==> config.mk <==
export PLATFORM = sky130hd
export DESIGN_NAME = fifo_sync_param
export DESIGN_NICKNAME = d
export VERILOG_FILES = /design/src/rtl/fifo_pkg.sv /design/src/rtl/fifo_sync_param_mem.sv /design/src/rtl/fifo_sync_param.sv
export SDC_FILE = /design/constraint.sdc
export NUM_CORES = 1
export LEC_CHECK = 0
export CAP_MARGIN = 20
export CORE_MARGIN = 4
export CORE_UTILIZATION = 30
export CTS_BUF_LIST = sky130_fd_sc_hd__clkbuf_8
export DETAILED_ROUTE_END_ITERATION = 8
export SLEW_MARGIN = 25
export SYNTH_ARGS = -nofsm -noshare
export SYNTH_HDL_FRONTEND = slang
export SYNTH_SLANG_ARGS = --single-unit
==> constraint.sdc <==
create_clock -name clk -period 5.2 [get_ports clk]
set_input_delay 1.04 -clock clk [delete_from_list [all_inputs] [get_ports clk]]
set_output_delay 1.04 -clock clk [all_outputs]
set_load 0.01 [all_outputs]
==> src/rtl/fifo_pkg.sv <==
// Shared constants and width helpers for the parametrised synchronous FIFO.
package fifo_pkg;

  localparam int FIFO_STD  = 0;
  localparam int FIFO_FWFT = 1;

  localparam int DEF_DATO_WIDTH  = 8;
  localparam int DEF_FIFO_LENGTH = 5;
  localparam int DEF_AF_LEVEL    = 4;
  localparam int DEF_AE_LEVEL    = 1;

  // Ceiling log2, never less than 1 so single-entry ranges still get a bit.
  function automatic int fifo_clog2(input int value);
    int r;
    int v;
    r = 0;
    v = value - 1;
    while (v > 0) begin
      r++;
      v = v >> 1;
    end
    return (r < 1) ? 1 : r;
  endfunction

  // Occupancy width: must hold 0..depth inclusive.
  function automatic int fifo_cw(input int depth);
    return fifo_clog2(depth + 1);
  endfunction

endpackage

==> src/rtl/fifo_sync_param_mem.sv <==
// FIFO storage array: one synchronous write port, one asynchronous read port.
module fifo_sync_param_mem
  import fifo_pkg::*;
#(
  parameter int dato_width  = DEF_DATO_WIDTH,
  parameter int fifo_length = DEF_FIFO_LENGTH
) (
  input  logic                                clk,
  input  logic                                we,
  input  logic [fifo_clog2(fifo_length)-1:0]  waddr,
  input  logic [dato_width-1:0]               wdata,
  input  logic [fifo_clog2(fifo_length)-1:0]  raddr,
  output logic [dato_width-1:0]               rdata
);

  logic [dato_width-1:0] mem [fifo_length];

  // Contents are intentionally not reset; pointers and count define validity.
  always_ff @(posedge clk) begin
    if (we) mem[waddr] <= wdata;
  end

  assign rdata = mem[raddr];

endmodule

==> src/rtl/fifo_sync_param.sv <==
// Single-clock FIFO with occupancy count, programmable almost flags, sticky
// overflow/underflow, synchronous flush and optional first-word-fall-through.
module fifo_sync_param
  import fifo_pkg::*;
#(
  parameter int dato_width  = DEF_DATO_WIDTH,
  parameter int fifo_length = DEF_FIFO_LENGTH,
  parameter int af_level    = DEF_AF_LEVEL,
  parameter int ae_level    = DEF_AE_LEVEL,
  parameter int fwft        = FIFO_STD
) (
  input  logic                              clk,
  input  logic                              rst,
  input  logic                              flush,
  input  logic                              wr,
  input  logic [dato_width-1:0]             datin,
  input  logic                              rd,
  output logic [dato_width-1:0]             datout,
  output logic                              full,
  output logic                              empy,
  output logic                              dato,
  output logic                              almost_full,
  output logic                              almost_empty,
  output logic [fifo_cw(fifo_length)-1:0]   count,
  output logic                              ovf,
  output logic                              udf
);

  localparam int CW = fifo_cw(fifo_length);
  localparam int PW = fifo_clog2(fifo_length);
  localparam logic [CW-1:0] LEN  = CW'(fifo_length);
  localparam logic [CW-1:0] AF   = CW'(af_level);
  localparam logic [CW-1:0] AE   = CW'(ae_level);
  localparam logic [PW-1:0] LAST = PW'(fifo_length - 1);

  logic [PW-1:0]         wptr, rptr;
  logic [CW-1:0]         count_q;
  logic [dato_width-1:0] rd_data, dout_q;
  logic                  ovf_q, udf_q;
  logic                  rd_ok, wr_ok;

  // Non-power-of-two depth: wrap on explicit compare instead of modulo.
  function automatic logic [PW-1:0] ptr_inc(input logic [PW-1:0] p);
    return (p == LAST) ? '0 : p + PW'(1);
  endfunction

  assign empy         = (count_q == '0);
  assign full         = (count_q == LEN);
  assign dato         = ~empy;
  assign almost_full  = (count_q >= AF);
  assign almost_empty = (count_q <= AE);
  assign count        = count_q;
  assign ovf          = ovf_q;
  assign udf          = udf_q;

  // Handshake: a read is accepted when rd=1 and the FIFO holds data; a write
  // is accepted when wr=1 and there is room, or when a read frees a slot in
  // the same cycle. flush=1 cancels both acceptances for that cycle.
  assign rd_ok = rd & ~empy;
  assign wr_ok = wr & (~full | rd_ok);

  fifo_sync_param_mem #(
    .dato_width  (dato_width),
    .fifo_length (fifo_length)
  ) u_mem (
    .clk   (clk),
    .we    (wr_ok & ~flush),
    .waddr (wptr),
    .wdata (datin),
    .raddr (rptr),
    .rdata (rd_data)
  );

  always_ff @(posedge clk or negedge rst) begin
    if (!rst) begin
      wptr    <= '0;
      rptr    <= '0;
      count_q <= '0;
      ovf_q   <= 1'b0;
      udf_q   <= 1'b0;
      dout_q  <= '0;
    end else if (flush) begin
      wptr    <= '0;
      rptr    <= '0;
      count_q <= '0;
      ovf_q   <= 1'b0;
      udf_q   <= 1'b0;
      dout_q  <= '0;
    end else begin
      if (wr_ok) wptr <= ptr_inc(wptr);
      if (rd_ok) rptr <= ptr_inc(rptr);
      if (wr_ok && !rd_ok)      count_q <= count_q + CW'(1);
      else if (rd_ok && !wr_ok) count_q <= count_q - CW'(1);
      if (wr && !wr_ok) ovf_q <= 1'b1;
      if (rd && !rd_ok) udf_q <= 1'b1;
      // Head word is read before any same-edge write lands, so full+rd+wr is safe.
      if (rd_ok && fwft == FIFO_STD) dout_q <= rd_data;
    end
  end

  assign datout = (fwft == FIFO_FWFT) ? rd_data : dout_q;

endmodule

==> run_results.csv <==
group,metric,value,unit
die,die_h,100,µm
placement,io_buffers,30,
layout,drive_gt1_frac,0.121,
global_route,grt_antenna_before_repair,0,
synthesis,synth_edf_count,40,
placement,placed_cells,303,
synthesis,syn_inst,176,
synthesis,syn_nets,197,
sta,fin_setup_tns,0,ns
global_route,grt.total_usage,0.102,
synthesis,synthDistinctLibCells,32,
power,power,1.36,mW
layout,num-fill-cells,805,
placement,dpl.hpwl,3.26,mm
synthesis,netlist_area,2560,µm²
routing,drt_iter0_drc,87,
clock_network,clock_sinks,59,
clock_network,clock_latency,0.34,ns
global_route,first_global_vias,1477,
clock_network,clk_path_buf_depth,2,
critical_path,cp-start-kind,"primary input",
global_route,grt_max_degree,25,
routing,vias,1473,
die,die_w,100,µm
sta,finalHoldViolCount,0,
die,initial_core_util,0.310,
clock_network,cts_tree,"built",
critical_path,critPathKind,"primary input to flip-flop",
sta,whs,0.501,ns
sta,layout_min_cycle_time,3.33,ns
global_route,grt_pass1_wl,7.67,mm
die,die_area,10100,µm²
global_route,grt-ovfl-total,0,
clock_network,cts_made_buffers,9,
power,ir_worst_vdd,0.000140,V
synthesis,synth_area_per_cell,14.6,µm²
routing,avgRoutedWirePerCell,14.3,µm
worst_hold_path,hp-class,"flip-flop to flip-flop",
routing,firstDrtPassIters,4,
routing,totalWireLength,4.57,mm
run_status,status,"complete, no violations",
clock_network,clkTransAtPathRegs,0.07,ns
power,power_leakage,1.13,nW
synthesis,async_reset_ff_frac,0.322,
clock_network,postCtsSetupRepairBufs,0,
die,core-area,8260,µm²
sta,slew_viol_final,0,
placement,gp_congestion,0.717,
critical_path,path_max_fanout,24,
flow_run,max_cap_viol_count,0,
sta,fmax,300,MHz
synthesis,yosysSeqAreaShare,0.654,
sta,maxSlewHeadroom,0.440,
layout,insertedDiodeCount,0,
layout,num-nets-final,230,
sta,setup_viol,0,
synthesis,ys_ff_latch,59,
power,p_per_area,434,nW/µm²
critical_path,critPathCaptureType,"flip-flop",
clock_network,post_cts_resized,0,
critical_path,required,5.18,ns
sta,tightestPinTransition,0.838,ns
die,rows,33,
layout,area_growth_syn_to_layout,22.7,%
sta,finalCritPeriodShare,0.640,
layout,post-route-util,0.381,
critical_path,reg2reg_slack,2.67,ns
synthesis,ys_warn_count,0,
clock_network,cts-root-buf,"clkbuf_8",
clock_network,postCtsHoldBufs,0,
sta,skew,0.00411,ns
critical_path,worstPathArrival,3.31,ns
clock_network,htree_levels,3,
layout,fin_cells,319,
sta,grt_setup_unrepaired,"no",
synthesis,synth_flop_cell,"edfxtp_1",
routing,drc,0,
die,io_pins,31,
routing,ant_nets,0,
routing,viasPerCell,4.62,
## area by class of cell
class	instances	area, µm²	share of cell area
Clock buffer	9	124	0.0394
Clock inverter	7	82.6	0.0263
Inverter	10	37.5	0.0119
Multi-Input combinational cell	98	785	0.250
Sequential cell	59	1680	0.533
Tap cell	105	131	0.0418
Timing Repair Buffer	31	308	0.0979
## power by group
| group | internal, mW | total (mW) | switching [mW] | leakage (nW) |
|---|---|---|---|---|
| Combinational | 0.184 | 0.345 | 0.161 | 0.414 |
| Clock | 0.228 | 0.431 | 0.203 | 0.105 |
| Sequential | 0.544 | 0.587 | 0.0423 | 0.615 |
| Total | 0.957 | 1.36 | 0.406 | 1.13 |
## routing by layer
| metal | GRT usage | vias up | part of all wire |
|---|---|---|---|
| met2 | 0.144 | 30 | 0.46 |
| met1 | 0.139 | 708 | 0.47 |
| met5 | 0 | - | 0 |
| met4 | 0.0466 | 0 | 0.017 |
| met3 | 0.0389 | 8 | 0.054 |
| li1 | - | 727 | - |
## worst max-delay path, cell delays in order
cell and delay [ns]:
clkdlybuf4s50_1 0.82, nor4b_1 0.69, nand2_1 0.16, nor2_1 0.59
## path summary, 6_finish.rpt
check / startpoint / endpoint / cells after the start
max reg2reg: count[1] / u_mem.mem[3][4] / 7
max: flush / u_mem.mem[3][4] / 4
min in group asynchronous: rst / count[2] / 1
min: udf / udf / 2
min reg2reg: udf / udf / 2
max in group asynchronous: rst / datout[2] / 1
## per-stage QoR
step / area (µm²) / setup slack, ns
floorplan: 2560 / 2.59
global placement: 2940 / 1.61
detailed placement: 2940 / 1.45
CTS: 3140 / 1.82
global route: 3140 / 1.69
finish: 3140 / 1.87
## state kept, by name, indices dropped and copies added, names as in the netlist
signal / cells
u_mem.mem: 40
datout: 8
count: 3
rptr: 3
wptr: 3
ovf: 1
udf: 1
## cells by family after synthesis
| kind of cell | share of synthesized area |
|---|---|
| flops | 0.654 |
| simple gates | 0.0796 |
| compound gates | 0.0693 |
| buf+inv | 0.0396 |
| mux | 0.115 |
| fa+ha+maj | 0.0391 |
| xor+xnor | 0.00342 |
## cells in the mapped netlist, types with 2 or more instances
master / instances / area (µm²)
buf_2: 2 / 10.0
buf_6: 2 / 22.5
ha_1: 8 / 100
and3_1: 2 / 12.5
clkbuf_1: 2 / 7.51
mux4_2: 7 / 158
o21ai_0: 4 / 20.0
dfrtp_1: 19 / 475
edfxtp_1: 40 / 1200
o21ai_1: 2 / 10.0
buf_4: 2 / 15.0
mux2i_1: 11 / 110
nand2_1: 8 / 30.0
nand2b_1: 2 / 12.5
nor4_1: 2 / 12.5
a21oi_1: 8 / 40.0
nor2_1: 21 / 78.8
a211oi_1: 11 / 82.6
inv_1: 10 / 37.5
## placed cells by master (no fill, tap or decap)
cell type and count:
clkdlybuf4s50_1 30, nor4_1 2, nand3b_1 1, o21ai_1 2, a31oi_1 1, or3b_1 1
nor3_1 1, dfrtp_1 19, inv_6 3, nor4b_1 1, nor2_1 21, and3_1 2
a21oi_1 8, mux4_1 1, nor3b_1 1, inv_1 10, and2_1 1, clkbuf_8 9
bufinv_16 1, nand2_1 8, o22ai_1 1, buf_4 1, nand2b_1 2, a211oi_1 11
xor2_1 1, ha_1 8, a211oi_2 1, o21ai_0 4, clkinv_4 3, edfxtp_1 40
mux4_2 7, mux2i_1 11, nand2b_4 1
No activity file was read; power rests on OpenSTA's default activity.
